[config.mk]
export PLATFORM = sky130hd
export DESIGN_NAME = rr_arbiter4_flat
export DESIGN_NICKNAME = d
export VERILOG_FILES = /design/src/rtl/rr_arbiter4_pkg.sv /design/src/rtl/rr_arbiter4_if.sv /design/src/rtl/rr_arbiter4_pick4.sv /design/src/rtl/rr_arbiter4.sv /design/src/flat_wrapper.sv
export SDC_FILE = /design/constraint.sdc
export NUM_CORES = 1
export LEC_CHECK = 0
export ABC_AREA = 1
export CELL_PAD_IN_SITES_DETAIL_PLACEMENT = 0
export CELL_PAD_IN_SITES_GLOBAL_PLACEMENT = 1
export CORE_MARGIN = 2
export CORE_UTILIZATION = 38
export CTS_BUF_LIST = sky130_fd_sc_hd__clkbuf_8
export DETAILED_ROUTE_END_ITERATION = 8
export PLACE_DENSITY_LB_ADDON = 0.1
export SETUP_SLACK_MARGIN = 0.3
export SYNTH_ARGS = -nofsm -noshare
export SYNTH_HDL_FRONTEND = slang
export SYNTH_SLANG_ARGS = --single-unit
[constraint.sdc]
create_clock -name clk -period 3.87 [get_ports clk]
set_input_delay 0.387 -clock clk [delete_from_list [all_inputs] [get_ports clk]]
set_output_delay 0.387 -clock clk [all_outputs]
set_load 0.005 [all_outputs]
[src/rtl/rr_arbiter4_pkg.sv]
// Shared types and constants for the four-way round-robin arbiter.
// Combinational helpers only; no state lives here.
package rr_arbiter4_pkg;

    typedef enum logic {
        ST_IDLE  = 1'b0,
        ST_GRANT = 1'b1
    } state_e;

    localparam int unsigned MAX_HOLD_DEF = 8;
    localparam logic [1:0]  PTR_RST      = 2'b11;

    function automatic logic [3:0] onehot4(input logic [1:0] idx);
        return 4'b0001 << idx;
    endfunction

endpackage

[src/rtl/rr_arbiter4_if.sv]
// Request/grant bundle between four requesters and the arbiter.
// master = requester side (drives req), slave = arbiter side (drives grant).
interface rr_arbiter4_if;
    import rr_arbiter4_pkg::*;

    logic       req0;
    logic       req1;
    logic       req2;
    logic       req3;
    logic       gnt0;
    logic       gnt1;
    logic       gnt2;
    logic       gnt3;
    logic [1:0] gnt_idx;
    logic       gnt_valid;

    modport master (
        output req0, req1, req2, req3,
        input  gnt0, gnt1, gnt2, gnt3, gnt_idx, gnt_valid
    );

    modport slave (
        input  req0, req1, req2, req3,
        output gnt0, gnt1, gnt2, gnt3, gnt_idx, gnt_valid
    );

endinterface

[src/rtl/rr_arbiter4_pick4.sv]
// Rotated 4-to-2 priority encoder: first unmasked request in ptr+1..ptr+4 order.
// Purely combinational; idx is 00 whenever found is low.
module rr_pick4 (
    input  logic [3:0] req_i,
    input  logic [3:0] mask_i,
    input  logic [1:0] ptr_i,
    output logic       found_o,
    output logic [1:0] idx_o
);

    logic [3:0] elig;

    assign elig = req_i & ~mask_i;

    // Walk from lowest to highest priority so the nearest-after-ptr hit is the one left standing.
    always_comb begin
        found_o = 1'b0;
        idx_o   = 2'b00;
        for (int k = 4; k >= 1; k--) begin
            if (elig[ptr_i + 2'(k)]) begin
                found_o = 1'b1;
                idx_o   = ptr_i + 2'(k);
            end
        end
    end

endmodule

[src/rtl/rr_arbiter4.sv]
// Four-requester round-robin arbiter with registered one-hot grant and bounded hold.
// Grant/handoff visible one cycle after the deciding edge; requesters hold req until served.
module rr_arbiter4
    import rr_arbiter4_pkg::*;
#(
    parameter int unsigned MAX_HOLD = MAX_HOLD_DEF
) (
    input  logic            clk,
    input  logic            rst,
    rr_arbiter4_if.slave    bus
);

    localparam int unsigned   CW      = $clog2(MAX_HOLD);
    localparam logic [CW-1:0] CNT_MAX = CW'(MAX_HOLD - 1);

    state_e        state_q, state_d;
    logic [1:0]    owner_q, owner_d;
    logic [1:0]    last_q, last_d;
    logic [CW-1:0] hold_cnt_q, hold_cnt_d;

    logic [3:0]    req_vec;
    logic [3:0]    pick_mask;
    logic [1:0]    pick_ptr;
    logic          pick_found;
    logic [1:0]    pick_idx;

    assign req_vec = {bus.req3, bus.req2, bus.req1, bus.req0};

    // While granted, the owner is about to become "last", so the search rotates from it.
    always_comb begin
        pick_mask = 4'b0000;
        pick_ptr  = last_q;
        if (state_q == ST_GRANT) begin
            pick_mask = onehot4(owner_q);
            pick_ptr  = owner_q;
        end
    end

    rr_pick4 u_pick (
        .req_i   (req_vec),
        .mask_i  (pick_mask),
        .ptr_i   (pick_ptr),
        .found_o (pick_found),
        .idx_o   (pick_idx)
    );

    always_comb begin
        state_d    = state_q;
        owner_d    = owner_q;
        last_d     = last_q;
        hold_cnt_d = hold_cnt_q;
        case (state_q)
            ST_IDLE: begin
                if (pick_found) begin
                    state_d    = ST_GRANT;
                    owner_d    = pick_idx;
                    hold_cnt_d = '0;
                end
            end
            ST_GRANT: begin
                if (!req_vec[owner_q]) begin
                    last_d     = owner_q;
                    hold_cnt_d = '0;
                    if (pick_found) begin
                        owner_d = pick_idx;
                    end else begin
                        state_d = ST_IDLE;
                    end
                end else if (hold_cnt_q == CNT_MAX && pick_found) begin
                    last_d     = owner_q;
                    owner_d    = pick_idx;
                    hold_cnt_d = '0;
                end else if (hold_cnt_q != CNT_MAX) begin
                    hold_cnt_d = hold_cnt_q + 1'b1;
                end
            end
            default: begin
                state_d = ST_IDLE;
            end
        endcase
    end

    always_ff @(posedge clk) begin
        if (rst) begin
            state_q    <= ST_IDLE;
            owner_q    <= 2'b00;
            last_q     <= PTR_RST;
            hold_cnt_q <= '0;
        end else begin
            state_q    <= state_d;
            owner_q    <= owner_d;
            last_q     <= last_d;
            hold_cnt_q <= hold_cnt_d;
        end
    end

    logic granted;
    assign granted = (state_q == ST_GRANT);

    assign bus.gnt0      = granted && (owner_q == 2'd0);
    assign bus.gnt1      = granted && (owner_q == 2'd1);
    assign bus.gnt2      = granted && (owner_q == 2'd2);
    assign bus.gnt3      = granted && (owner_q == 2'd3);
    assign bus.gnt_idx   = granted ? owner_q : 2'b00;
    assign bus.gnt_valid = granted;

endmodule

[src/flat_wrapper.sv]
// flat-port wrapper written by rule: the top's interface ports become plain ports
module rr_arbiter4_flat import rr_arbiter4_pkg::*;
#(
    parameter int unsigned MAX_HOLD = MAX_HOLD_DEF
)
  (clk, rst, bus_req0, bus_req1, bus_req2, bus_req3, bus_gnt0, bus_gnt1, bus_gnt2, bus_gnt3, bus_gnt_idx, bus_gnt_valid);
  rr_arbiter4_if bus_i ();
  input  logic clk;
  input  logic rst;
  input wire logic [$bits(bus_i.req0)-1:0] bus_req0;
  input wire logic [$bits(bus_i.req1)-1:0] bus_req1;
  input wire logic [$bits(bus_i.req2)-1:0] bus_req2;
  input wire logic [$bits(bus_i.req3)-1:0] bus_req3;
  output wire logic [$bits(bus_i.gnt0)-1:0] bus_gnt0;
  output wire logic [$bits(bus_i.gnt1)-1:0] bus_gnt1;
  output wire logic [$bits(bus_i.gnt2)-1:0] bus_gnt2;
  output wire logic [$bits(bus_i.gnt3)-1:0] bus_gnt3;
  output wire logic [$bits(bus_i.gnt_idx)-1:0] bus_gnt_idx;
  output wire logic [$bits(bus_i.gnt_valid)-1:0] bus_gnt_valid;
  assign bus_i.req0 = bus_req0;
  assign bus_i.req1 = bus_req1;
  assign bus_i.req2 = bus_req2;
  assign bus_i.req3 = bus_req3;
  assign bus_gnt0 = bus_i.gnt0;
  assign bus_gnt1 = bus_i.gnt1;
  assign bus_gnt2 = bus_i.gnt2;
  assign bus_gnt3 = bus_i.gnt3;
  assign bus_gnt_idx = bus_i.gnt_idx;
  assign bus_gnt_valid = bus_i.gnt_valid;
  rr_arbiter4 #(.MAX_HOLD(MAX_HOLD)) u_core (.clk(clk), .rst(rst), .bus(bus_i));
endmodule
Word level (Yosys, flattened, before mapping)
Index checks and enable logic that the tools add are counted.
W data, S select, Z words.
{"block": "totals", "ff_bits": 8, "in_bits": 6, "out_inout_bits": 7, "elab_cells": 69}
{"block": "classes", "n_addsub": 4, "magnitude_cmp": 5, "eq_ne": 9, "shifts": 1, "muxes": 35, "bitwise": 3, "n_reduce_logical": 8}
{"operator": "$mux W2", "count": 11}
{"operator": "$lt A2 B3 Y1 const B", "count": 5}
{"operator": "$mux W3", "count": 4}
{"operator": "$mux W1", "count": 11}
{"operator": "$bmux W1 S2", "count": 5}
{"operator": "$ne A3 B3 Y1 const B", "count": 2}
{"operator": "$pmux W3 S2", "count": 1}
{"operator": "$logic_and A1 B1 Y1", "count": 5}
{"operator": "$add A2 B2 Y2 const B", "count": 2}
{"operator": "$and A4 B4 Y4", "count": 1}
{"operator": "$eq A2 B2 Y1 const B", "count": 2}
{"operator": "$mux W4", "count": 1}
{"operator": "$ne A4 B4 Y1 const B", "count": 1}
{"operator": "$not A4 Y4", "count": 1}
{"operator": "$pmux W2 S2", "count": 1}
{"operator": "$reduce_and A2 Y1", "count": 2}
{"operator": "$shl A1 B2 Y4 const A", "count": 1}
{"operator": "$add A3 B1 Y3 const B", "count": 1}
{"operator": "$eq A3 B3 Y1 const B", "count": 1}
{"operator": "$add A2 B1 Y2 const B", "count": 1}
{"operator": "$eq A2 B1 Y1 const B", "count": 1}
{"operator": "$logic_not A2 Y1", "count": 1}
{"operator": "$ne A2 B1 Y1 const B", "count": 1}
{"operator": "$ne A2 B2 Y1 const B", "count": 1}
{"operator": "2 further kinds", "count": 2}

Depth between registers and ports, before layout
Gate-level depths: netlist (run 1).
{"block": "logic_depth", "word_depth": 14, "mapped_depth": 13, "ltp_nobuf": 12}

Cells and area by module
From an unflattened synthesis (run 1), not the netlist that was laid out.
{"block": "hier_totals", "hier_cells": 130, "area_unflattened_um2": 716.9}
{"module": "rr_arbiter4", "instances": 1, "cells_each": 84, "area_each_um2": 511.7, "seq_area_each_um2": 160.2}
{"module": "rr_pick4", "instances": 1, "cells_each": 46, "area_each_um2": 205.2, "seq_area_each_um2": 0.0}

Least setup slack after synthesis (run 1)
Ideal clock, no wire load.
{"block": "synth_path", "path_kind": "register to register", "startpoint": "register u_core.state_q, in the netlist u_core.bus.gnt_valid", "endpoint": "register u_core.last_q[0]", "arrival_ps": 1267, "setup_slack_ps": 2486, "path_stages_with_launch": 11, "period_less_slack_ps": 1384, "path_cell_list": "dfxtp_1 > buf_6 > nand2_2 > nand2_4 > nand2_1 > nand3_1 > nand3_2 > nand2_1 > nand2_1 > a21oi_1 > nand2_1"}
{"block": "synth_between", "elab_chain_len": 12, "word_cells_on_any_way": 22, "classes_between": "add/sub: 3; eq/ne: 1; mux: 14; bitwise: 2; reduce/logical: 2"}
{"element": "start: declaration", "line": "rr_arbiter4.sv:16", "text": "state_e state_q, state_d;"}
{"element": "start signal: assignment", "line": "rr_arbiter4.sv:90", "text": "state_q <= state_d;"}
{"element": "branches (longest 11 deep; another with $add A2 B2 Y2)"}
{"element": "$reduce_and A2 Y1 (no line) *"}
{"element": "end signal: assignment", "line": "rr_arbiter4.sv:92", "text": "last_q <= last_d;"}
{"element": "end: declaration", "line": "rr_arbiter4.sv:18", "text": "logic [1:0] last_q, last_d;"}
Mark *: on every way between the ends. The select of a mux whose other input is x is not followed.
A chain may end at the register's enable or synchronous reset.

Final worst setup path (run 1)
{"block": "layout_path", "startpoint": "register u_core.state_q, in the netlist u_core.bus.gnt_valid", "endpoint": "output bus_gnt1"}
{"block": "layout_between", "elab_chain_len": 1}
{"element": "$logic_and A1 B1 Y1", "line": "rr_arbiter4.sv:101", "text": "assign bus.gnt1 = granted && (owner_q == 2'd1);"}
{"element": "end: declaration", "line": "flat_wrapper.sv:15", "text": "output wire logic [$bits(bus_i.gnt1)-1:0] bus_gnt1;"}
Every way passes these cells.

==> metrics.yaml, run 1 <==
status: "complete, no violations"
dr_total_vias: 775
nFillCells: 208
postCtsSetupBuffers: 0
finalCritPeriodShare_pct: 50.5
hold_violations: 0
crit_type: "reg2out"
die_w_um: 47.8
antenna_found_initial: 0
ys_seq_area_share_pct: 22.0
cts_tree: "built"
min_period_ps: 1950
p_comb_share_pct: 59.7
worstMarginPinSlew_ps: 420
mostFrequentLayoutCells: "nand2_1 (48), inv_1 (20), clkdlybuf4s50_1 (12)"
setup_viol: 0
p_seq_share_pct: 23.2
drive_gt1_share_pct: 12.5
final_common_cell: "nand2_1"
ios: 13
drt.antenna.violating_nets: 0
fin_worst_skew_ps: 2.28
initial_core_util_pct: 41.3
cp-end-kind: "primary output"
die_area_mm2: 0.00229
grt_pass1_wl_um: 2820
cts_root_buf: "clkbuf_8"
place_inst: 166
syn_area_per_cell_um2: 5.61
fmax_ghz: 0.512
clock_sinks: 8
rsz0062_at_grt: "no"
cts_htree_levels: 1
ys_ff_latch: 8
wl_per_cell_um: 9.44
busiest_layer: "met2"
crit_required_ps: 3480
track_usage_pct: 17.4
gp_congestion: 0.816
use_met2_pct: 26.4
worstPathMaxFanout: 12
crit_chain: "nand2_2 > nor2_1 > clkdlybuf4s50_1"
multi_input_area_um2: 472
leakagePower_uw: 0.000529
critPathSlowestCell: "dfxtp_1"
avgViaCountPerCell: 4.59
area_delta_synth_final_pct: 24.9
drcViolationCount: 0
ctsHoldBuffers: 0
final_cell_count_no_fill: 169
dr.pass1.iters: 4
hold_path_class: "reg2reg"
synth.distinct_cells: 17
yosysWarnings: 0
use_met3_pct: 4.53
die_h_um: 47.8
finalMaxSlewViolations: 0
std_cell_rows: 15
cts_resized: 0
io_buffers: 12
use_met1_pct: 25.0
register_area_um2: 160
syn_inst: 130
maxCapViolCount: 0
cts.path.max_buffers: 2
clock_power_share_pct: 17.1
routed_wl_um: 1600
utilization_pct: 51.6
num_antenna_cells: 0
worst_slew_margin_rel_pct: 72.0
fin_setup_tns_ps: 0
grt_pass1_vias: 677
grt_max_degree: 13
syn_nets: 138
power.density_mw_per_mm2: 647
final_nets: 154
irDropWorstVdd_mv: 0.394
intPower_uw: 309
cp-start-kind: "flop"
max_stage_delay_ps: 570
clock_latency_ps: 230
arrival_ps: 1570
cts_made_buffers: 3
coreArea_mm2: 0.00176
grt_overflow: 0
drt_iter0_drc: 5
hold_slack_ps: 455
p_switching_uw: 280
path_clk_slew_ps: 40
synthesis.area_um2: 729
hpwlAfterDp_um: 1330
p_sw_share_pct: 47.5
registers in the layout (all words and copies together) (netlist names):
register              count
u_core.last_q             2
u_core.hold_cnt_q         3
u_core.bus.gnt_valid      1
u_core.owner_q            2
metal layers:
layer  wire length (um)  part of all wire (%)
met4                  8                  0.50
met3                 80                   5.0
met2                674                    42
met1                833                    52
met5                  0                     0
power groups by stage:
| stage | Sequential [uW] | Clock, uW | Combinational [uW] |
|---|---|---|---|
| 5_1_grt | 141 | 108 | 406 |
| 6_report | 136 | 101 | 352 |
| 2_1_floorplan | 128 | 0 | 266 |
| 4_1_cts | 136 | 104 | 353 |
| 3_5_place_dp | 138 | 0 | 351 |
| 3_3_place_gp | 138 | 0 | 351 |
worst max-delay path: cells and delay by family, from the launching register on:
family                 cells  cell delay (ps)
flip-flops                 1              570
buffers and inverters      1              500
AND/OR/NAND/NOR            2              270
kinds of logic after synthesis:
logic type / share of synthesized area, %
AO/OA/AOI/OAI: 13.5
adder cells (fa/ha/maj): 3.43
buffers and inverters: 13.4
flip-flops: 22.0
AND/OR/NAND/NOR: 47.7
cell usage after synthesis (all sizes together):
master / count / area (um2)
buf: 1 / 11.3
a21oi: 8 / 40.0
nand2: 56 / 245
inv: 22 / 82.6
dfxtp: 8 / 160
o21ai: 11 / 58.8
nor2: 12 / 52.6
clkinv: 1 / 3.75
nand3: 9 / 50.1
ha: 2 / 25.0
layout make-up:
cell class	count	area share [%]
Sequential cell	8	17.6
Multi-Input combinational cell	98	51.8
Timing Repair Buffer	12	13.2
Tap cell	25	3.43
Inverter	23	9.48
Clock buffer	3	4.53
worst paths after layout:
| check | cells past startpoint | slack, ps | endpoint | startpoint |
|---|---|---|---|---|
| max | 3 | 1920 | bus_gnt1 | u_core.bus.gnt_valid |
| min | 2 | 450 | u_core.last_q[1] | u_core.last_q[1] |
| max reg2reg | 11 | 2070 | u_core.last_q[0] | u_core.bus.gnt_valid |
| min reg2reg | 2 | 450 | u_core.last_q[1] | u_core.last_q[1] |
metrics by stage:
step | instance area, um2 | total power [uW] | worst slack, ps
after floorplan | 729 | 394 | 2490
after global routing | 911 | 655 | 1770
after CTS | 911 | 593 | 1900
after global placement | 870 | 490 | 1960
final | 911 | 589 | 1920
after detailed placement | 870 | 488 | 1960
No activity file was read; power rests on OpenSTA's default activity.
==> run 2, diff against run 1 <==
CORE_UTILIZATION = 32   (was 38)
clock period = 1.6 ns   (was 3.87 ns; I/O delays follow)
==> metrics.yaml, run 2 (same netlist as run 1, synthesis figures left out) <==
crit_required_ps: 1720  # was 3480 ps
p_total_uw: 1780  # was 589 uW
path_clk_slew_ps: 40  # about the same
fmax_ghz: 0.676
clock_latency_ps: 230  # about the same
coreArea_mm2: 0.00219  # was 0.00176 mm2
track_usage_pct: 15.3  # was 17.4%
finalCritPeriodShare_pct: 92.5
power.density_mw_per_mm2: 1540  # was 647 mW/mm2
r2r_slack_ps: 120  # was 2070 ps
cts.path.max_buffers: 2  # unchanged
antenna_found_initial: 0  # unchanged
grt_max_degree: 10  # was 13
utilization_pct: 52.8  # was 51.6%
top_register: "u_core.hold_cnt_q"  # unchanged
gp_congestion: 0.799  # was 0.816
dr_total_vias: 879  # was 775
hpwlAfterDp_um: 1480  # was 1330 um
drive_gt1_share_pct: 35.8  # was 12.5%
worst_slew_margin_rel_pct: 85.5  # was 72.0%
worstMarginPinSlew_ps: 216  # was 420 ps
cp-start-kind: "flop"  # unchanged
p_switching_uw: 821  # was 280 uW
clock_sinks: 8  # unchanged
wl_per_cell_um: 10.2  # was 9.44 um
grt_pass1_wl_um: 3050  # was 2820 um
routedLengthMet1_um: 909  # was 833 um
worstPathMaxFanout: 6  # was 12
initial_core_util_pct: 33.3  # was 41.3%
io_buffers: 12  # unchanged
die_h_um: 51.7  # was 47.8 um
num_antenna_cells: 0  # unchanged
p_comb_share_pct: 65.8  # was 59.7%
min_period_ps: 1480
p_seq_share_pct: 20.7  # was 23.2%
drcViolationCount: 0  # unchanged
final_cell_count_no_fill: 190  # was 169
leakagePower_uw: 0.000665  # was 0.000529 uW
dr.pass1.iters: 4  # unchanged
setup_viol: 0  # unchanged
routed-wl-met2_um: 930  # was 674 um
wl_met3_um: 52  # was 80 um
mostFrequentLayoutCells: "nand2_1 (41), inv_1 (17), buf_4 (14)"  # was nand2_1 (48), inv_1 (20), clkdlybuf4s50_1 (12)
fin_worst_skew_ps: 0.563  # was 2.28 ps
drt.antenna.violating_nets: 0  # unchanged
reg.largest.list: "u_core.hold_cnt_q x3, u_core.last_q x2, u_core.owner_q x2"  # unchanged
die_area_mm2: 0.00268  # was 0.00229 mm2
status: "complete, no violations"  # unchanged
largest_register_ffs: 3  # unchanged
maxCapViolCount: 0  # unchanged
ctsHoldBuffers: 0  # unchanged
die_w_um: 51.7  # was 47.8 um
hold_path_class: "reg2reg"  # unchanged
finalMaxSlewViolations: 0  # unchanged
cts_root_buf: "clkbuf_8"  # unchanged
area_delta_synth_final_pct: 58.5  # was 24.9%
final_nets: 172  # was 154
nFillCells: 229  # was 208
intPower_uw: 961  # was 309 uW
crit_type: "reg2reg"  # was reg2out
grt_pass1_vias: 801  # was 677
critPathSlowestCell: "dfxtp_4"  # was dfxtp_1
rsz0062_at_grt: "yes"  # was no
placedInstanceArea_um2: 977  # was 870 um2
grt_overflow: 0  # unchanged
irDropWorstVdd_mv: 0.781  # was 0.394 mV
hold_slack_ps: 457  # was 455 ps
max_stage_delay_ps: 360  # was 570 ps
cp-end-kind: "flop"  # was primary output
avgViaCountPerCell: 4.63  # was 4.59
std_cell_rows: 17  # was 15
clock_power_share_pct: 13.5  # was 17.1%
arrival_ps: 1600  # was 1570 ps
ios: 13  # unchanged
cts_made_buffers: 3  # unchanged
p_sw_share_pct: 46.1  # was 47.5%
cts_htree_levels: 1  # unchanged
cts_tree: "built"  # unchanged
routed_wl_um: 1940  # was 1600 um
hold_violations: 0  # unchanged
crit_chain: "buf_6 > nand2_8 > nand2_8 > nand2_4 > o21ai_2 > nor2_2 > nand3_2 > nand2_2 > nand2_4 > a21oi_2 > nand2_1"  # was nand2_2 > nor2_1 > clkdlybuf4s50_1
stdcell_area_mm2: 0.00116  # was 911 um2
place_inst: 180  # was 166
final_common_cell: "nand2_1"  # unchanged
drt_iter0_drc: 14  # was 5
highest_layer: "met4"  # unchanged
[run 2: cell types whose count changed in the layout (fill, tap and decap cells not counted), sizes merged]
cell	before	now
buf	0	18
clkbuf	3	5
clkdlybuf4s50	12	6
dlygate4sd2	0	2
dlymetal6s2s	0	1
nand2	56	57
[run 2: path summary, 6_finish.rpt]
path	to	depth (start not counted)	startpoint
worst max-delay path	u_core.last_q[1]	11	u_core.bus.gnt_valid
worst min-delay path	u_core.last_q[1]	2	u_core.last_q[1]
worst max register to register	u_core.last_q[1]	11	u_core.bus.gnt_valid
worst min register to register	u_core.last_q[1]	2	u_core.last_q[1]
[run 2: metal layers]
layer | global-route usage (%) | up-vias
met3 | 2.87 | 7
li1 | - | 466
met1 | 16.8 | 392
met5 | 0 | -
met4 | 9.65 | 0
met2 | 26.7 | 14
[run 2: worst max-delay path, delay by kind of cell (launching register included)]
kind	cells	cell delay, ps
AO/OA/AOI/OAI	2	190
buffers and inverters	1	130
flip-flops	1	360
AND/OR/NAND/NOR	8	670
[run 2: cell type report]
class                      count  area [um2]  area share [%]
clock buffer                   3        41.3            3.57
inverter                      23        88.8            7.68
multi-input combinational     99         566            48.9
sequential                     8         173            14.9
tap                           28        35.0            3.03
timing repair buffer          29         253            21.9
[run 2: repair_timing]
| item | in CTS | in global routing |
|---|---|---|
| resized for setup | 16 | 24 |
| buffers inserted | 0 | 6 |
| pin swaps | 0 | 7 |
| cloned | 0 | 1 |
| endpoints found under the setup margin | 15 | 14 |
[run 2: metrics by stage]
stage / setup WS, ps / setup TNS [ps]
floorplan: 269 / 0
global placement: -3.50 / -6.05
detailed placement: 0.770 / 0
finish: 120 / 0
CTS: 55.2 / 0
global route: 0.245 / 0
[run 2: power by group through the flow]
stage / Sequential, uW / Combinational [uW] / Clock, uW
floorplan: 319 / 665 / 0
global placement: 343 / 974 / 0
detailed placement: 343 / 976 / 0
CTS: 358 / 998 / 248
global route: 376 / 1310 / 259
finish: 369 / 1170 / 240
